$ cat src/rtl/switch_csr_ctrl.sv
// switch_csr_ctrl: Avalon-MM CSR front end for the FPGA switch.
// Software stages packet metadata (SRC/DEST/LEN) and pushes it into a
// show-ahead command FIFO that drains to the packet generator over
// valid/ready. Per-port saturating delivered-packet counters are read
// back through a 16-bit snapshot latched by a CNT_SEL write.
// Optional feature: define SWITCH_CSR_IRQ_EN to add IRQ_STAT (9),
// IRQ_MASK (10) and the registered irq output.
module switch_csr_ctrl #(
  parameter int NUM_PORTS  = 4,
  parameter int FIFO_DEPTH = 8,
  parameter int LEN_W      = 8
) (
  input  logic                          clk,
  input  logic                          reset,
  input  logic                          chipselect,
  input  logic                          write,
  input  logic                          read,
  input  logic [3:0]                    address,
  input  logic [7:0]                    writedata,
  output logic [7:0]                    readdata,
  output logic                          gen_valid,
  input  logic                          gen_ready,
  output logic [$clog2(NUM_PORTS)-1:0]  gen_src,
  output logic [$clog2(NUM_PORTS)-1:0]  gen_dest,
  output logic [LEN_W-1:0]              gen_len,
  input  logic [NUM_PORTS-1:0]          pkt_done
`ifdef SWITCH_CSR_IRQ_EN
  , output logic                        irq
`endif
);

  localparam int PORT_W = $clog2(NUM_PORTS);
  localparam int PTR_W  = $clog2(FIFO_DEPTH);
  localparam logic [PTR_W:0] DEPTH_C = (PTR_W+1)'(FIFO_DEPTH);

  logic              enable_q;
  logic [PORT_W-1:0] src_q, dest_q;
  logic [LEN_W-1:0]  len_q;
  logic              ovf_q;
  logic [7:0]        cnt_sel_q;
  logic [15:0]       snap_q;
  logic [15:0]       cnt_q [NUM_PORTS];

  logic [PORT_W-1:0] mem_src  [FIFO_DEPTH];
  logic [PORT_W-1:0] mem_dest [FIFO_DEPTH];
  logic [LEN_W-1:0]  mem_len  [FIFO_DEPTH];
  logic [PTR_W-1:0]  wr_ptr, rd_ptr;
  logic [PTR_W:0]    count, count_nxt;

  logic       wr_en, rd_en, clr_cnt, push_req, push_ok, pop, ovf_clr;
  logic       empty, full, sat_any;
  logic [4:0] count5;
  logic [3:0] level4;
  logic [7:0] rd_mux;

  assign wr_en    = chipselect && write;
  assign rd_en    = chipselect && read;
  assign clr_cnt  = wr_en && (address == 4'd0) && writedata[1];
  assign push_req = wr_en && (address == 4'd4);
  assign ovf_clr  = wr_en && (address == 4'd5) && writedata[2];

  assign empty     = (count == '0);
  assign full      = (count == DEPTH_C);
  assign gen_valid = !empty && enable_q;
  assign pop       = gen_valid && gen_ready;
  // A full FIFO still accepts a push when the head leaves in the same cycle.
  assign push_ok   = push_req && (!full || pop);

  assign gen_src  = mem_src[rd_ptr];
  assign gen_dest = mem_dest[rd_ptr];
  assign gen_len  = mem_len[rd_ptr];

  // The 4-bit level field cannot show 16, so it pins at 15 (full flags the rest).
  assign count5 = 5'(count);
  assign level4 = count5[4] ? 4'hF : count5[3:0];

  // Next FIFO occupancy and saturation summary.
  always_comb begin
    count_nxt = count;
    if (push_ok && !pop)      count_nxt = count + 1'b1;
    else if (!push_ok && pop) count_nxt = count - 1'b1;
    sat_any = 1'b0;
    for (int i = 0; i < NUM_PORTS; i++)
      if (cnt_q[i] == 16'hFFFF) sat_any = 1'b1;
  end

  // Staging/control registers, overflow flag and counter snapshot.
  always_ff @(posedge clk) begin
    if (reset) begin
      enable_q  <= 1'b0;
      src_q     <= '0;
      dest_q    <= '0;
      len_q     <= '0;
      ovf_q     <= 1'b0;
      cnt_sel_q <= '0;
      snap_q    <= '0;
    end else begin
      if (wr_en) begin
        case (address)
          4'd0: enable_q <= writedata[0];
          4'd1: src_q    <= writedata[PORT_W-1:0];
          4'd2: dest_q   <= writedata[PORT_W-1:0];
          4'd3: len_q    <= writedata[LEN_W-1:0];
          4'd6: begin
            cnt_sel_q <= writedata;
            snap_q    <= (int'(writedata) < NUM_PORTS) ? cnt_q[writedata[PORT_W-1:0]] : 16'h0000;
          end
          default: ;
        endcase
      end
      // A dropped push in the same cycle as a clear leaves the flag set.
      if (push_req && !push_ok) ovf_q <= 1'b1;
      else if (ovf_clr)         ovf_q <= 1'b0;
    end
  end

  // Command FIFO storage and pointers.
  always_ff @(posedge clk) begin
    if (reset) begin
      wr_ptr <= '0;
      rd_ptr <= '0;
      count  <= '0;
      for (int i = 0; i < FIFO_DEPTH; i++) begin
        mem_src[i]  <= '0;
        mem_dest[i] <= '0;
        mem_len[i]  <= '0;
      end
    end else begin
      if (push_ok) begin
        mem_src[wr_ptr]  <= src_q;
        mem_dest[wr_ptr] <= dest_q;
        mem_len[wr_ptr]  <= len_q;
        wr_ptr           <= wr_ptr + 1'b1;
      end
      if (pop) rd_ptr <= rd_ptr + 1'b1;
      count <= count_nxt;
    end
  end

  // Per-port saturating delivered-packet counters; clear wins over increment.
  always_ff @(posedge clk) begin
    if (reset || clr_cnt) begin
      for (int i = 0; i < NUM_PORTS; i++) cnt_q[i] <= '0;
    end else begin
      for (int i = 0; i < NUM_PORTS; i++)
        if (pkt_done[i] && (cnt_q[i] != 16'hFFFF)) cnt_q[i] <= cnt_q[i] + 16'd1;
    end
  end

`ifdef SWITCH_CSR_IRQ_EN
  logic [2:0] irq_stat_q, irq_mask_q;

  // Sticky interrupt sources (set beats write-1-clear), mask and registered irq.
  always_ff @(posedge clk) begin
    if (reset) begin
      irq_stat_q <= '0;
      irq_mask_q <= '0;
      irq        <= 1'b0;
    end else begin
      if (wr_en && (address == 4'd10)) irq_mask_q <= writedata[2:0];
      irq_stat_q[0] <= (!empty && (count_nxt == '0)) ||
                       (irq_stat_q[0] && !(wr_en && (address == 4'd9) && writedata[0]));
      irq_stat_q[1] <= (push_req && !push_ok) ||
                       (irq_stat_q[1] && !(wr_en && (address == 4'd9) && writedata[1]));
      irq_stat_q[2] <= sat_any ||
                       (irq_stat_q[2] && !(wr_en && (address == 4'd9) && writedata[2]));
      irq <= |(irq_stat_q & irq_mask_q);
    end
  end
`endif

  // Read data select; unmapped addresses return 0.
  always_comb begin
    rd_mux = 8'h00;
    case (address)
      4'd0: rd_mux = {7'b0, enable_q};
      4'd1: rd_mux = 8'(src_q);
      4'd2: rd_mux = 8'(dest_q);
      4'd3: rd_mux = 8'(len_q);
      4'd5: rd_mux = {level4, 1'b0, ovf_q, full, empty};
      4'd6: rd_mux = cnt_sel_q;
      4'd7: rd_mux = snap_q[7:0];
      4'd8: rd_mux = snap_q[15:8];
`ifdef SWITCH_CSR_IRQ_EN
      4'd9:  rd_mux = {5'b0, irq_stat_q};
      4'd10: rd_mux = {5'b0, irq_mask_q};
`endif
      default: rd_mux = 8'h00;
    endcase
  end

  // Registered read data, held until the next read.
  always_ff @(posedge clk) begin
    if (reset)      readdata <= 8'h00;
    else if (rd_en) readdata <= rd_mux;
  end

endmodule

$ cat config.mk
export PLATFORM = sky130hd
export DESIGN_NAME = switch_csr_ctrl
export DESIGN_NICKNAME = d
export VERILOG_FILES = /design/src/rtl/switch_csr_ctrl.sv
export SDC_FILE = /design/constraint.sdc
export NUM_CORES = 1
export LEC_CHECK = 0
export ABC_AREA = 0
export CAP_MARGIN = 10
export CORE_AREA = 8 8 200 202
export DETAILED_ROUTE_END_ITERATION = 10
export DIE_AREA = 0 0 208 210
export GPL_TIMING_DRIVEN = 0
export PLACE_DENSITY_LB_ADDON = 0.12
export SLEW_MARGIN = 20
export SYNTH_ARGS = -nofsm -noshare
export SYNTH_HDL_FRONTEND = slang
export SYNTH_SLANG_ARGS = --single-unit
export TNS_END_PERCENT = 20
$ cat constraint.sdc
create_clock -name clk -period 2.9 [get_ports clk]
set_input_delay 0.58 -clock clk [delete_from_list [all_inputs] [get_ports clk]]
set_output_delay 0.58 -clock clk [all_outputs]
set_load 0.05 [all_outputs]
==> summary.md <==
| Metric | Value |
|---|---|
| Status | finished, final reports clean |
| Clock Root Buffer | clkbuf_16 |
| Final Hold Vio Count | 0 |
| Largest net degree at the start of global routing | 17 |
| Hold path startpoint | cnt_sel_q[5] |
| Routed vias/inst | around 4.9 |
| Clock share of power | between 40 and 50% |
| CTS tree | yes |
| Mapped Nets | ~950 |
| Final antenna-violating net count | 0 |
| CP startpoint | address[2] |
| Worst hold path class | reg2reg |
| Clock latency on the worst-skew pair | ~0.53 ns |
| Crit-path slowest cell | a31oi_2 |
| Total negative setup slack | 0 ns |
| Max-slew violations | 0 |
| Die span in y | about 210 µm |
| Footprint of the multi-input gates | 4672 µm² |
| TritonCTS Buffers | 27 |
| RD Place Congestion | 0.8102 |
| Ports | 43 |
| Leakage | between 0.004 and 0.005 µW |
| Combinational Power Share | under 10% |
| Core footprint | between 30,000 and 40,000 µm² |
| Mapped Cells | 915 |
| # rows | 71 |
| Relative slew slack | between 30 and 40% |
| WL/cell | ~21 µm |
| R2R setup slack | 0.11 ns |
| Kind of critical path | in2reg |
| Mean post-synth cell area | roughly 12 µm² |
| Layout fillers | between 3,000 and 4,000 |
| Area taken by flip-flops and latches | 5997 µm² |
| Hpwl dp | between 20,000 and 25,000 µm |
| Ys flop type | edfxtp_1 |
| Sw Share | between 20% and 30% |
| Switch Pwr | between 1500 and 2000 µW |
| Nets | around 1,000 |
| R2R depth | 10 |
| #FFs+latches synth | 219 |
| Register share of total power | about half |
| Deepest clock path buffer count | 3 |
| Critical path, cell by cell | clkdlybuf4s50_1 -> and4bb_2 -> a31oi_2 -> nand2_1 |
| Sequential fraction of the synthesis area | a little over half |
| First-pass GRT wire length | roughly 47,000 µm |
| # DRC | 0 |
| Synthesized cell area | 10,920 µm² |
| Total track usage | between 10% and 20% |
| # setup viols final | 0 |
| Number of synthesized flops with an enable pin | 160 |
| Hold Slack | between 0.4 and 0.5 ns |
| Skew final | between 0.01 and 0.015 ns |
| Via count | 7,293 |
| Leading cell type in the layout, fill and taps excluded | edfxtp_1 |
| DR pass1 iterations | 4 |
| Max FO, Critical Path | 16 |
| Async SR Flop Fraction | 0% |
| RSZ-0062 raised after global routing | true |
| Yosys warns | 0 |
| Internal Power | roughly 5600 µW |
| # clock sinks | 219 |
| Largest stage delay, worst path | about 0.74 ns |
| Req. time, crit path | ~3 ns |
| Initial Utilization | between 20% and 30% |
| Yosys top cell by area | edfxtp_1 |
| Vias in the first global route | 7,353 |
| Synth cell types | between 60 and 70 |
| WP data arrival | roughly 3 ns |
| Total Wirelength | roughly 31,000 µm |
| N_diodes | 0 |
| I/O Buffers | 42 |
| Initial drt markers | 482 |
| Critical path launch point type | input port |
| VDD IR-drop max | ~0.00041 V |
| Critical R2R Capture | count[3] |
| Tightest Pin Transition | ~0.90 ns |
| Worst-path clk slew | 0.06 ns |
| Layout cells sized above 1 | between 15 and 20% |
| H-tree depth | 1 |
| Layout area overhead | 17.62% |
| Reg2reg start | count[1] |
| Die area | roughly 44,000 µm² |
| Most frequent cells in the layout | 160 x edfxtp_1, 111 x nor2_1, 94 x and2_1 |
| Initial antenna violation count | 0 |
| Tmin final | 2.884 ns |
| Post-synth top area share | between 40 and 50% |
| Die W | roughly 210 µm |
| Grt ovf | 0 |
| Top cells by area, synth | edfxtp_1 44%, dfxtp_1 11%, mux4_2 8.3% |
| Crit share post-route | 99.43% |
| Max cap viols | 0 |
| Critical path endpoint | cnt_q[1][13] |
| Pwr dens | about 570 nW/µm² |
| CP Capture Type | flop |
| FMAX | 346.8 MHz |
## synth_stat cells, types with 3 or more instances
cell type	number
a21oi_1	26
a221oi_1	3
a22o_1	6
a22oi_1	22
and2_1	94
and2_2	4
and3_1	6
and4_1	3
buf_1	3
buf_2	12
clkbuf_1	30
dfxtp_1	59
edfxtp_1	160
ha_1	9
inv_1	20
mux2_2	13
mux2i_1	16
mux4_2	40
nand2_1	54
nand3_1	27
nand3b_1	4
nand4_1	15
nand4b_1	4
nand4bb_1	5
nor2_1	111
nor2b_1	5
nor3_1	19
nor4_1	15
o211ai_1	3
o21ai_0	10
o31ai_1	3
or2_2	9
or3_1	7
xnor2_1	39
xor2_1	17
## worst max-delay path: cells and delay by family
kind                   cells  cell delay (ns)
buffers and inverters      1             0.58
and+or+nand+nor            2             1.04
AOI/OAI and AO/OA          1             0.74
## worst min path at each step
stage / slack [ns] / depth (start not counted) / to
final: 0.46 / 2 / cnt_sel_q[5]
after global routing: 0.48 / 2 / cnt_sel_q[2]
after CTS: 0.46 / 2 / cnt_sel_q[5]
after detailed placement: 0.45 / 2 / readdata[3]
after global placement: 0.45 / 2 / cnt_sel_q[5]
after floorplan: 0.44 / 2 / cnt_sel_q[0]
## sequential cells by signal, summed over array words and instances, names as in the netlist, named ones only
signal,cells
cnt_q,64
mem_len,64
mem_dest,16
mem_src,16
snap_q,16
cnt_sel_q,8
len_q,8
readdata,8
count,4
rd_ptr,3
wr_ptr,3
dest_q,2
src_q,2
enable_q,1
ovf_q,1
## cell type report
class                           instances  area share, %
Clock inverter                         11         0.6432
Buffer                                 45          1.900
Timing Repair Buffer                   44          2.992
Multi-Input combinational cell        628          36.39
Sequential cell                       219          46.71
Clock buffer                           39          6.110
Inverter                               21         0.6335
Tap cell                              474          4.619
## repair_timing
| item | CTS | global route |
|---|---|---|
| gates resized for setup | 79 | 11 |
| pin swaps | 1 | 2 |
| setup buffers | 1 | 0 |
| hold buffers | 0 | 0 |
| setup endpoints to repair | 62 | 52 |
| hold endpoints to repair | 0 | 0 |
## power groups by stage
stage	Sequential (µW)	Combinational, µW	Clock, µW
after global placement	3650	442	0
final	3580	431	3290
after global routing	3600	474	3510
after CTS	3580	441	3390
after floorplan	3600	283	0
after detailed placement	3650	444	0
## cell families after synthesis
kind of cell	synth area share [%]
flip-flops	54.84
AO/OA/AOI/OAI	5.938
buffers and inverters	2.636
AND/OR/NAND/NOR	19.82
XOR/XNOR	4.493
adder cells (fa/ha/maj)	1.215
multiplexers	11.06
## per-layer routing
metal  up-vias  GRT usage (%)  part of all wire (%)  wire (µm)
met4         0          3.622                   2.2        691
met3        41          2.064                   3.5       1101
met2       122          22.70                    46      14330
met5         -              0                     0          0
li1       3519              -                     -          -
met1      3611          19.46                    48      14900
## metrics by stage
stage | instance area (µm²) | utilization (%) | power [µW] | setup WS, ns | cells
after floorplan | 10920 | - | 3882 | 0.08220 | 915
after global placement | 11930 | 32.28 | 4093 | -1.146 | 1431
after detailed placement | 11950 | 32.33 | 4095 | -0.7159 | 1432
after CTS | 12800 | 34.63 | 7416 | -0.05967 | 1481
after global routing | 12840 | 34.74 | 7580 | -0.07496 | 1481
final | 12840 | 34.74 | 7301 | 0.01650 | 1481
No activity file was read; power rests on OpenSTA's default activity.
==> RTL change: new RTL, same flow settings <==
The option `SWITCH_CSR_IRQ_EN` is turned on by a define.
--- a/src/rtl/switch_csr_ctrl.sv
+++ b/src/rtl/switch_csr_ctrl.sv
@@ -5,6 +5,8 @@
 // back through a 16-bit snapshot latched by a CNT_SEL write.
 // Optional feature: define SWITCH_CSR_IRQ_EN to add IRQ_STAT (9),
 // IRQ_MASK (10) and the registered irq output.
+`define SWITCH_CSR_IRQ_EN
+
 module switch_csr_ctrl #(
   parameter int NUM_PORTS  = 4,
   parameter int FIFO_DEPTH = 8,
Function (old outputs only; new: irq): changed (a bounded check fails within 4 cycles, from zero or initial values and one cycle with reset high).
==> RTL change against the original RTL <==
- final cell count up 0.27%
- setup slack improved by 75 ps
- sequential cell count is 7 higher
- design area is 0.29% higher
- total power decreased by 0.15%
- largest power group unchanged
- wire length fell by 2.9%
- clock skew is 5.6 ps lower
- area after synthesis up 1.1%
==> RTL change: results (changes against the original RTL) <==
Post-DP Area: 0.0120 mm2 (+0.68%)
crit path kind: flip-flop to output pin
Tot GR Track Use: 0.137 (-0.00296)
RR Startpoint: count[1]
Syn Nets: 956 (+0.95%)
status: finished clean
fin crit share: 0.968 (-0.0259)
CP delay by family, top: multiplexers
post-synthesis xor/xnor area fraction: 0.0500 (+0.00507)
Slew HR: 0.268 (-0.130)
multi-input gates: 641 (+2.1%)
DP Cell Count: 1439 (+0.49%)
hold slack: 456 ps (+0.0560 ps)
dpl ws: -844 ps (-128 ps)
DR pass1 iterations: 5 (+1)
r2r setup slk: 240 ps (+130 ps)
Leakage: 4.45 nW (+2.5%)
multiplexer share of the synthesized area: 0.119 (+0.00843)
Area Overhead vs Synth: 16.7%
vias in the first global route: 7458 (+1.4%)
final RePlAce weighted congestion: 0.803 (-0.84%)
WL/cell: 20.3 um (-3.2%)
critical path's largest stage delay: 530 ps (-210 ps)
Layout fillers: 3711 (+0.027%)
clock skew: 8.69 ps (-5.57 ps)
sequential share of cell area: 0.476 (+0.00904)
ClkCell Share: 0.0643 (-0.00321)
endpoint of the most critical setup path: gen_len[0]
end of the worst hold path: readdata[2]
register area share after synthesis: 0.555 (+0.00673)
WP data arrival: 2230 ps (-730 ps)
Non-Clock Buffer Count: 88 (-1.1%)
share of post-route cells with drive strength above 1: 0.157 (-0.0115)
crit-path max FO: 10 (-6)
Post-CTS Setup Repair Bufs: 0 (-1)
Seq cells: 226 (+3.2%)
nets: 1023 (+0.49%)
post-synthesis compound-gate area fraction: 0.0526 (-0.00677)
Avg Inst Size Synth: 11.9 um2 (about the same)
I/O Buffers: 40 (-4.8%)
first-pass GRT wire length: 46500 um (-2.1%)
HPWL after DPL: 21500 um (-1.1%)
slowest CP cell: mux4_2
## RTL change: worst min-delay path, cell delays in order, from the launching register on
cell     delay, ps
dfxtp_1        310
nand2_1         50
a21oi_1         50
## RTL change: timing repair
action | in CTS | in global routing
gates resized for setup | 83 | 5
pin swaps | 0 | 0
setup endpoints to repair | 117 | 51
## RTL change: routing by layer
layer | GRT usage | share of wire
met1 | 0.184 | 0.47
met2 | 0.232 | 0.47
met3 | 0.0193 | 0.033
met4 | 0.0345 | 0.024
met5 | 0 | 0
## RTL change: power groups by stage
stage / Combinational (mW) / Clock (mW) / Sequential (mW)
3_3_place_gp: 0.422 / 0 / 3.74
6_report: 0.409 / 3.21 / 3.67
4_1_cts: 0.420 / 3.31 / 3.67
5_1_grt: 0.447 / 3.42 / 3.69
2_1_floorplan: 0.272 / 0 / 3.69
3_5_place_dp: 0.422 / 0 / 3.74
